--- src/rtl/cpu_pkg.sv ---
// Shared opcode encodings, instruction classes, sequencer states and the
// strobe bundle for the 16-register CPU control unit.
package cpu_pkg;

   localparam logic [4:0] OP_LD   = 5'b00000;
   localparam logic [4:0] OP_LDI  = 5'b00001;
   localparam logic [4:0] OP_ST   = 5'b00010;
   localparam logic [4:0] OP_ADD  = 5'b00011;
   localparam logic [4:0] OP_ROL  = 5'b01011;
   localparam logic [4:0] OP_ADDI = 5'b01100;
   localparam logic [4:0] OP_ORI  = 5'b01110;
   localparam logic [4:0] OP_MUL  = 5'b01111;
   localparam logic [4:0] OP_DIV  = 5'b10000;
   localparam logic [4:0] OP_NEG  = 5'b10001;
   localparam logic [4:0] OP_NOT  = 5'b10010;
   localparam logic [4:0] OP_BR   = 5'b10011;
   localparam logic [4:0] OP_JR   = 5'b10100;
   localparam logic [4:0] OP_JAL  = 5'b10101;
   localparam logic [4:0] OP_IN   = 5'b10110;
   localparam logic [4:0] OP_OUT  = 5'b10111;
   localparam logic [4:0] OP_MFHI = 5'b11000;
   localparam logic [4:0] OP_MFLO = 5'b11001;
   localparam logic [4:0] OP_NOP  = 5'b11010;
   localparam logic [4:0] OP_HALT = 5'b11011;

   localparam logic [4:0] ALU_ADD = OP_ADD;

   typedef enum logic [3:0] {
      RESET, F0, F1, F2, T3, T4, T5, T6, T7, HALT
   } state_e;

   typedef enum logic [3:0] {
      CL_ALU3, CL_IMM, CL_MULDIV, CL_UNARY, CL_LD, CL_LDI, CL_ST, CL_BR,
      CL_JR, CL_JAL, CL_IN, CL_OUT, CL_MFHI, CL_MFLO, CL_NOP, CL_HALT
   } iclass_e;

   typedef struct packed {
      logic pc_out;  logic mdr_out; logic zhigh_out; logic zlow_out;
      logic hi_out;  logic lo_out;  logic c_out;     logic inport_out;
      logic pc_in;   logic mar_in;  logic mdr_in;    logic ir_in;
      logic y_in;    logic z_in;    logic hi_in;     logic lo_in;
      logic con_in;  logic outport_in;
      logic inc_pc;  logic read;    logic write;
      logic gra;     logic grb;     logic grc;
      logic r_in;    logic r_out;   logic ba_out;
   } ctrl_t;

endpackage

--- src/rtl/instr_class_decode.sv ---
// Maps an opcode to its instruction class and the final execute step, so the
// next-state and output decoders agree on instruction length.
module instr_class_decode
   import cpu_pkg::*;
(
   input  logic [4:0] opcode_i,
   output iclass_e    iclass_o,
   output state_e     last_step_o
);

   always_comb begin
      iclass_o = CL_NOP;
      case (opcode_i) inside
         OP_LD:              iclass_o = CL_LD;
         OP_LDI:             iclass_o = CL_LDI;
         OP_ST:              iclass_o = CL_ST;
         [OP_ADD:OP_ROL]:    iclass_o = CL_ALU3;
         [OP_ADDI:OP_ORI]:   iclass_o = CL_IMM;
         OP_MUL, OP_DIV:     iclass_o = CL_MULDIV;
         OP_NEG, OP_NOT:     iclass_o = CL_UNARY;
         OP_BR:              iclass_o = CL_BR;
         OP_JR:              iclass_o = CL_JR;
         OP_JAL:             iclass_o = CL_JAL;
         OP_IN:              iclass_o = CL_IN;
         OP_OUT:             iclass_o = CL_OUT;
         OP_MFHI:            iclass_o = CL_MFHI;
         OP_MFLO:            iclass_o = CL_MFLO;
         OP_HALT:            iclass_o = CL_HALT;
         default:            iclass_o = CL_NOP;
      endcase
   end

   // F2 as last step means the instruction has no execute phase.
   always_comb begin
      last_step_o = F2;
      case (iclass_o)
         CL_ALU3, CL_IMM, CL_LDI:             last_step_o = T5;
         CL_MULDIV, CL_BR:                    last_step_o = T6;
         CL_UNARY, CL_JAL:                    last_step_o = T4;
         CL_LD, CL_ST:                        last_step_o = T7;
         CL_JR, CL_IN, CL_OUT, CL_MFHI,
         CL_MFLO:                             last_step_o = T3;
         default:                             last_step_o = F2;
      endcase
   end

endmodule

--- src/rtl/control_sequencer.sv ---
// Moore control unit: fetch F0-F2, per-opcode execute T3-T7, and all datapath
// strobes decoded from state, live IR and CON_FF.
module control_sequencer
   import cpu_pkg::*;
#(
   parameter int OPW  = 5,
   parameter int ALUW = 5
) (
   input  logic            clock,
   input  logic            reset_n,
   input  logic [31:0]     IR,
   input  logic            CON_FF,
   input  logic            stop,
   output logic            PCout, MDRout, Zhighout, Zlowout, HIout, LOout, Cout, InPortout,
   output logic            PCin, MARin, MDRin, IRin, Yin, Zin, HIin, LOin, CONin, OutPortin,
   output logic            IncPC, Read, Write,
   output logic            Gra, Grb, Grc, Rin, Rout, BAout,
   output logic [ALUW-1:0] alu_op,
   output logic            run,
   output state_e          state_o
);

   state_e            state_q, state_d, boundary_st, last_step;
   iclass_e           iclass;
   logic [OPW-1:0]    opcode;
   logic              unused_ir;
   ctrl_t             c;
   logic [ALUW-1:0]   alu_d;

   assign opcode    = IR[31 -: OPW];
   assign unused_ir = ^IR[31-OPW:0];

   instr_class_decode u_decode (
      .opcode_i    (opcode),
      .iclass_o    (iclass),
      .last_step_o (last_step)
   );

   always_ff @(posedge clock or negedge reset_n) begin
      if (!reset_n) state_q <= RESET;
      else          state_q <= state_d;
   end

   // The >= test also retires the instruction if a live IR change shortens it.
   always_comb begin
      boundary_st = stop ? HALT : F0;
      state_d     = state_q;
      case (state_q)
         RESET:   state_d = F0;
         F0:      state_d = F1;
         F1:      state_d = F2;
         F2:      state_d = (iclass == CL_HALT) ? HALT :
                            (last_step == F2) ? boundary_st : T3;
         T3:      state_d = (T3 >= last_step) ? boundary_st : T4;
         T4:      state_d = (T4 >= last_step) ? boundary_st : T5;
         T5:      state_d = (T5 >= last_step) ? boundary_st : T6;
         T6:      state_d = (T6 >= last_step) ? boundary_st : T7;
         T7:      state_d = boundary_st;
         HALT:    state_d = HALT;
         default: state_d = RESET;
      endcase
   end

   always_comb begin
      c     = '0;
      alu_d = '0;
      case (state_q)
         F0: begin c.pc_out = 1'b1; c.mar_in = 1'b1; c.inc_pc = 1'b1; c.z_in = 1'b1; end
         F1: begin c.zlow_out = 1'b1; c.pc_in = 1'b1; c.read = 1'b1; c.mdr_in = 1'b1; end
         F2: begin c.mdr_out = 1'b1; c.ir_in = 1'b1; end
         T3: case (iclass)
            CL_ALU3, CL_IMM:     begin c.grb = 1'b1; c.r_out = 1'b1; c.y_in = 1'b1; end
            CL_MULDIV:           begin c.gra = 1'b1; c.r_out = 1'b1; c.y_in = 1'b1; end
            CL_UNARY:            begin c.grb = 1'b1; c.r_out = 1'b1; c.z_in = 1'b1; alu_d = ALUW'(opcode); end
            CL_LD, CL_LDI, CL_ST: begin c.grb = 1'b1; c.ba_out = 1'b1; c.y_in = 1'b1; end
            CL_BR:               begin c.gra = 1'b1; c.r_out = 1'b1; c.con_in = 1'b1; end
            CL_JR:               begin c.gra = 1'b1; c.r_out = 1'b1; c.pc_in = 1'b1; end
            CL_JAL:              begin c.pc_out = 1'b1; c.grb = 1'b1; c.r_in = 1'b1; end
            CL_IN:               begin c.inport_out = 1'b1; c.gra = 1'b1; c.r_in = 1'b1; end
            CL_OUT:              begin c.gra = 1'b1; c.r_out = 1'b1; c.outport_in = 1'b1; end
            CL_MFHI:             begin c.hi_out = 1'b1; c.gra = 1'b1; c.r_in = 1'b1; end
            CL_MFLO:             begin c.lo_out = 1'b1; c.gra = 1'b1; c.r_in = 1'b1; end
            default: ;
         endcase
         T4: case (iclass)
            CL_ALU3:             begin c.grc = 1'b1; c.r_out = 1'b1; c.z_in = 1'b1; alu_d = ALUW'(opcode); end
            CL_IMM:              begin c.c_out = 1'b1; c.z_in = 1'b1; alu_d = ALUW'(opcode); end
            CL_MULDIV:           begin c.grb = 1'b1; c.r_out = 1'b1; c.z_in = 1'b1; alu_d = ALUW'(opcode); end
            CL_UNARY:            begin c.zlow_out = 1'b1; c.gra = 1'b1; c.r_in = 1'b1; end
            CL_LD, CL_LDI, CL_ST: begin c.c_out = 1'b1; c.z_in = 1'b1; alu_d = ALUW'(ALU_ADD); end
            CL_BR:               begin c.pc_out = 1'b1; c.y_in = 1'b1; end
            CL_JAL:              begin c.gra = 1'b1; c.r_out = 1'b1; c.pc_in = 1'b1; end
            default: ;
         endcase
         T5: case (iclass)
            CL_ALU3, CL_IMM, CL_LDI: begin c.zlow_out = 1'b1; c.gra = 1'b1; c.r_in = 1'b1; end
            CL_MULDIV:           begin c.zlow_out = 1'b1; c.lo_in = 1'b1; end
            CL_LD, CL_ST:        begin c.zlow_out = 1'b1; c.mar_in = 1'b1; end
            CL_BR:               begin c.c_out = 1'b1; c.z_in = 1'b1; alu_d = ALUW'(ALU_ADD); end
            default: ;
         endcase
         T6: case (iclass)
            CL_MULDIV:           begin c.zhigh_out = 1'b1; c.hi_in = 1'b1; end
            CL_LD:               begin c.read = 1'b1; c.mdr_in = 1'b1; end
            CL_ST:               begin c.gra = 1'b1; c.r_out = 1'b1; c.mdr_in = 1'b1; end
            CL_BR:               begin c.zlow_out = 1'b1; c.pc_in = CON_FF; end
            default: ;
         endcase
         T7: case (iclass)
            CL_LD:               begin c.mdr_out = 1'b1; c.gra = 1'b1; c.r_in = 1'b1; end
            CL_ST:               c.write = 1'b1;
            default: ;
         endcase
         default: ;
      endcase
   end

   assign {PCout, MDRout, Zhighout, Zlowout, HIout, LOout, Cout, InPortout} =
          {c.pc_out, c.mdr_out, c.zhigh_out, c.zlow_out, c.hi_out, c.lo_out, c.c_out, c.inport_out};
   assign {PCin, MARin, MDRin, IRin, Yin, Zin, HIin, LOin, CONin, OutPortin} =
          {c.pc_in, c.mar_in, c.mdr_in, c.ir_in, c.y_in, c.z_in, c.hi_in, c.lo_in, c.con_in, c.outport_in};
   assign {IncPC, Read, Write} = {c.inc_pc, c.read, c.write};
   assign {Gra, Grb, Grc, Rin, Rout, BAout} = {c.gra, c.grb, c.grc, c.r_in, c.r_out, c.ba_out};
   assign alu_op  = alu_d;
   assign run     = (state_q != RESET) && (state_q != HALT);
   assign state_o = state_q;

endmodule

--- config.mk ---
export PLATFORM = sky130hd
export DESIGN_NAME = control_sequencer
export DESIGN_NICKNAME = d
export VERILOG_FILES = /design/src/rtl/cpu_pkg.sv /design/src/rtl/instr_class_decode.sv /design/src/rtl/control_sequencer.sv
export SDC_FILE = /design/constraint.sdc
export NUM_CORES = 1
export LEC_CHECK = 0
export CAP_MARGIN = 0
export CORE_MARGIN = 10
export CORE_UTILIZATION = 35
export CTS_BUF_LIST = sky130_fd_sc_hd__clkbuf_2 sky130_fd_sc_hd__clkbuf_4 sky130_fd_sc_hd__clkbuf_8
export CTS_CLUSTER_SIZE = 16
export DETAILED_ROUTE_END_ITERATION = 10
export GPL_TIMING_DRIVEN = 1
export PLACE_DENSITY = 0.77
export RECOVER_POWER = 100
export SLEW_MARGIN = 20
export SYNTH_ARGS = -nofsm -noshare
export SYNTH_HDL_FRONTEND = slang
export SYNTH_SLANG_ARGS = --single-unit
--- constraint.sdc ---
create_clock -name clock -period 2.9 [get_ports clock]
set_clock_uncertainty 0.2 [all_clocks]
set_input_delay 0.58 -clock clock [delete_from_list [all_inputs] [get_ports clock]]
set_output_delay 0.58 -clock clock [all_outputs]
set_load 0.005 [all_outputs]
After elaboration in Yosys (flattened, before gate mapping)
Memory sizes are Yosys's and may differ from the RTL's.
Index checks and enable logic that the tools add are counted.
{ "word_totals": {"mem_bits_ro": 64, "in_bits": 36, "mem_count": 1, "regBits": 4, "out_inout_bits": 37} }
{ "classes": {"muxes": 75, "order_cmp": 8, "n_eq_ne": 39, "reduce_logical": 21} }
{ "memory_table": {"columns": ["memory", "words", "width", "rd", "rd_clocked_by_memory_dff", "wr", "line_no", "source"], "rows": [
  ["(no name shown)", 16, 4, 1, 0, 0, "instr_class_decode.sv:36", "case (iclass_o)"]
]} }
{ "op_table": {"columns": ["op", "count"], "rows": [
  ["4-bit 2-to-1 mux", 21],
  ["5-bit equality test (second input constant)", 11],
  ["4-bit case mux with 10 select lines", 1],
  ["4-bit equality test (second input constant)", 9],
  ["1-bit 2-to-1 mux", 33],
  ["4-bit by 3-bit equality test with 1-bit output (second input constant)", 8],
  ["7-bit OR reduction", 3],
  ["4-bit by 2-bit equality test with 1-bit output (second input constant)", 5],
  ["3-bit by 4-bit >= comparator with 1-bit output (first input constant)", 4],
  ["1-bit case mux with 4 select lines", 4],
  ["5-bit case mux with 3 select lines", 1],
  ["1-bit case mux with 2 select lines", 7],
  ["3-bit OR reduction", 4],
  ["5-bit by 4-bit <= comparator with 1-bit output (second input constant)", 2],
  ["5-bit case mux with 2 select lines", 1],
  ["4-bit by 1-bit equality test with 1-bit output (second input constant)", 2],
  ["4-bit zero test", 2],
  ["2-bit OR reduction", 4],
  ["4-bit OR reduction", 2],
  ["2-bit 2-to-1 mux", 3],
  ["1-bit case mux with 3 select lines", 2],
  ["6-bit OR reduction", 1],
  ["5-bit by 1-bit equality test with 1-bit output (second input constant)", 1],
  ["5-bit by 2-bit equality test with 1-bit output (second input constant)", 1],
  ["other kinds (9)", 11]
]} }

Logic depth before layout (Yosys ltp)
An unclocked memory read counts as a cell.
{ "depth": {"word_depth": 21, "depth_mapped": 7, "ltp_nobuf": 5} }

Hierarchy
From an unflattened synthesis, not the netlist that was laid out.
{ "unflattened": {"cells_unflattened": 181, "hier_area_um2": 1239.9} }
{ "by_module_without_submodules": {"columns": ["mod", "n_inst", "area_each_um2", "seq_area_each_um2", "cells_per_inst"], "rows": [
  ["control_sequencer", 1, 968.4, 100.1, 142],
  ["instr_class_decode", 1, 271.5, 0.0, 39]
]} }

Worst setup path before layout
OpenSTA, ideal clock, no wires.
{ "synth_timing": {"path_type": "input-to-output", "startpoint": "in IR[28]", "endpoint": "out Gra", "arrival_time_ns": 1.636, "path_slack_ns": 0.484, "cell_stages": 7, "required_ns": 2.120, "path_cell_list": "buf_4 and2_1 buf_2 nor2_1 o211a_2 a211oi_2 o211ai_2"} }
{ "synth_via": {"elab_chain_cells": 20, "word_cells_on_any_way": 61} }
{ "synth_rtl": {"columns": ["element", "line_no", "source"], "rows": [
  ["from (decl)", "control_sequencer.sv:11", "input logic [31:0] IR,"],
  ["5-bit equality test (no line)", null, null],
  ["1-bit 2-to-1 mux", "instr_class_decode.sv:13", "case (opcode_i) inside"],
  ["4-bit 2-to-1 mux (13 in a row)", "instr_class_decode.sv:13", null],
  ["4-bit 2-to-1 mux *", "instr_class_decode.sv:13", null],
  ["4-bit by 3-bit equality test with 1-bit output, or another cell as far along", "control_sequencer.sv:71", "T3: case (iclass)"],
  ["7-bit OR reduction (no line), or another cell as far along", null, null],
  ["1-bit 2-to-1 mux, on equally long branches", "control_sequencer.sv:71, control_sequencer.sv:85, control_sequencer.sv:95", null],
  ["1-bit case mux with 5 select lines *", "control_sequencer.sv:67", "case (state_q)"],
  ["to (decl)", "control_sequencer.sv:17", "output logic Gra, Grb, Grc, Rin, Rout, BAout,"]
]} }
Mark *: on every way between the ends. The rest lies on a longest branch, timed or not.

Worst setup path in the final report
{ "layout_timing": {"startpoint": "in IR[30]", "endpoint": "out Grc"} }
{ "layout_via": {"elab_chain_cells": 19, "word_cells_on_any_way": 41} }
{ "layout_rtl": {"columns": ["element", "line_no", "source"], "rows": [
  ["5-bit equality test (no line)", null, null],
  ["1-bit 2-to-1 mux", "instr_class_decode.sv:13", null],
  ["4-bit 2-to-1 mux (13 in a row)", "instr_class_decode.sv:13", null],
  ["4-bit 2-to-1 mux *", "instr_class_decode.sv:13", null],
  ["4-bit zero test *", "control_sequencer.sv:85", "T4: case (iclass)"],
  ["1-bit 2-to-1 mux *", "control_sequencer.sv:85", null],
  ["1-bit 2-to-1 mux *", "control_sequencer.sv:67", null],
  ["to (decl)", "control_sequencer.sv:17", null]
]} }
Marked as above.

==> results.ini <==
[logic_synthesis]
yosysTopAreaCell=dfrtp_1
synthArstFlopShare=1.00
yosysUniqueCellTypes=57
synth_common_cells=nor2_1, nand2_1, a21oi_1, buf_2
syn_inst=182
yosys-top-cells-area=dfrtp_1, nor2_1, nand2_1
synthMostInstantiatedCell=nor2_1
synth_top_area_frac=0.0847
ys.warnings.count=0
synth-edff-count=0
ys_seq_elements=4
ys.flop_type=dfrtp_1
syn_avg_cell_area_sq_um=6.50
syn_nets=218
ys_seq_area_frac=0.0847
syn_area_sq_um=1180

[detailed_routing]
viasPerCell=5.42
wire_per_inst_um=16.2
drtAntennaViolNets=0
drt_first_pass_iters=5
drtIter0Drc=180
dr_total_vias=1725
wirelength_mm=5.14
drc=0

[sta]
tightest_slew_ns=0.407
slew_headroom=0.727
fmax_mhz=350
layout_min_cycle_time_ns=2.85
tns_ns=0
finalMaxSlewViolations=0
period_share=0.984
setup_viol=0
hold_violations=0

[global_routing]
grt_use_met2=0.272
grt_start_max_net_pins=11
grt_use_met1=0.188
grt_util_all_layers=0.158
grt_first_pass_wirelength_mm=8.22
grt_pass1_vias=1711
grt_antenna_before_repair=0
global_route.usage.met3=0.0421
grt_overflow=0
grt-busiest-layer=met2

[setup_path]
cp_data_required_time_ns=2.12
critical_path_class=input port to output port
crit_arrival_ns=2.07
end_kind=output port
crit_path_start_kind=input port
worst-path-max-fanout=5

[clocking]
clkSlewWorstSetupHoldPaths_ns=0.04
hold_buffers=0
clockBufferDepth=2
clkLatencyLatePin_ns=0.25
htree_levels=1
cts_root_buf=clkbuf_4
cts.sinks=4
cts_buffers=3
cts_tree=done

[placed_design]
numPortBuffers=45
gp_congestion=0.903
dpl.hpwl_mm=3.90
dpl_cell_area_sq_um=1980
placed_cells=308

[power_and_ir_drop]
worst_ir_drop_vdd_uv=216
power.total_mw=1.06
p_leak_nw=1.05
pwr_density_cell_nw_per_um2=495

[floorplanning]
core-area_sq_um=3310
num_io_pins=73
die_area_sq_um=6100
rows=21
die_w_um=78.1
initial_utilization=0.357
die_h_um=78.1

[finish]
num_antenna_cells=0
final_util=0.647
finalNetCount=310
drive_above_1_share=0.371
finalNonFillerCells=318
areaGrowthSynthToFinish_pct=81.3
largest_register_ffs=4
post-route-cell-area_sq_um=2140

[hold_path]
min_path_type=input port to asynchronous set/reset pin

[run_status]
status=completed

[run]
maxCapViolCount=0

## layer usage
layer / routed length (um) / part of all wire
met1: 2140 / 0.42
met2: 2460 / 0.48
met3: 492 / 0.096
met4: 48 / 0.0093
met5: 0 / 0
## where the power goes
group	switching [mW]	leakage [nW]	internal, mW
Clock	0.0266	0.0138	0.0465
Combinational	0.404	0.984	0.449
Sequential	0.0523	0.0479	0.0834
Total	0.483	1.05	0.578
## through the flow
stage / setup WS, ns / hold slack [ns]
6_report: 0.0460 / 0.414
3_5_place_dp: -0.611 / 0.505
2_1_floorplan: 0.484 / 0.0844
5_1_grt: -0.0161 / 0.430
3_3_place_gp: -0.604 / 0.476
4_1_cts: -0.0411 / 0.348
## critical path, stage by stage
cell and delay [ns]:
buf_2 0.13, buf_6 0.14, or3b_4 0.41, o211a_4 0.18
and3b_1 0.17, clkdlybuf4s50_1 0.45
## area by class of cell
type | instances | area, sq um
fill | 320 | 1170
multi-input combinational | 155 | 1060
timing repair buffer | 106 | 887
sequential | 4 | 103
tap | 46 | 57.6
clock buffer | 3 | 22.5
inverter | 4 | 15.0
## cells by family (layout without fill, tap and decap cells)
kind of cell | after synthesis | in the layout | synth area share
AOI/OAI and AO/OA | 55 | 55 | 0.319
xor gates and xnor gates | 1 | 1 | 0.00741
buffers and inverters | 23 | 113 | 0.108
DFF | 4 | 4 | 0.0847
muxes | 1 | 1 | 0.00952
and+or+nand+nor | 98 | 98 | 0.472
## final timing paths
kind	cells after the start	start	slack [ns]	end
min in group clock	2	state_o[3]	0.46	state_o[1]
worst max register to register	6	state_o[0]	0.97	state_o[3]
worst max-delay path	6	IR[30]	0.05	Grc
max in group asynchronous	1	reset_n	1.88	state_o[1]
worst min-delay path	1	reset_n	0.41	state_o[2]
worst min register to register	2	state_o[3]	0.46	state_o[1]
## placed cells by master, fill, tap and decap left out, types with 6 or more instances in the layout
cell type	instances
buf_4	52
nor2_1	20
dlygate4sd2_1	17
clkdlybuf4s50_1	16
nand2_1	15
a21oi_1	11
o21ai_0	6
nand3_1	6
o21ai_1	6
nor3_1	6
buf_2	6
## timing repair
item / 4_1_cts / 5_1_grt
cloned: 3 / 0
gates resized for setup: 71 / 10
setup buffers: 1 / 4
endpoints found under the setup margin: 30 / 12
hold endpoints to repair: 0 / 0
pin swaps: 4 / 6
Note: power is estimated with default switching activity, not from simulation.
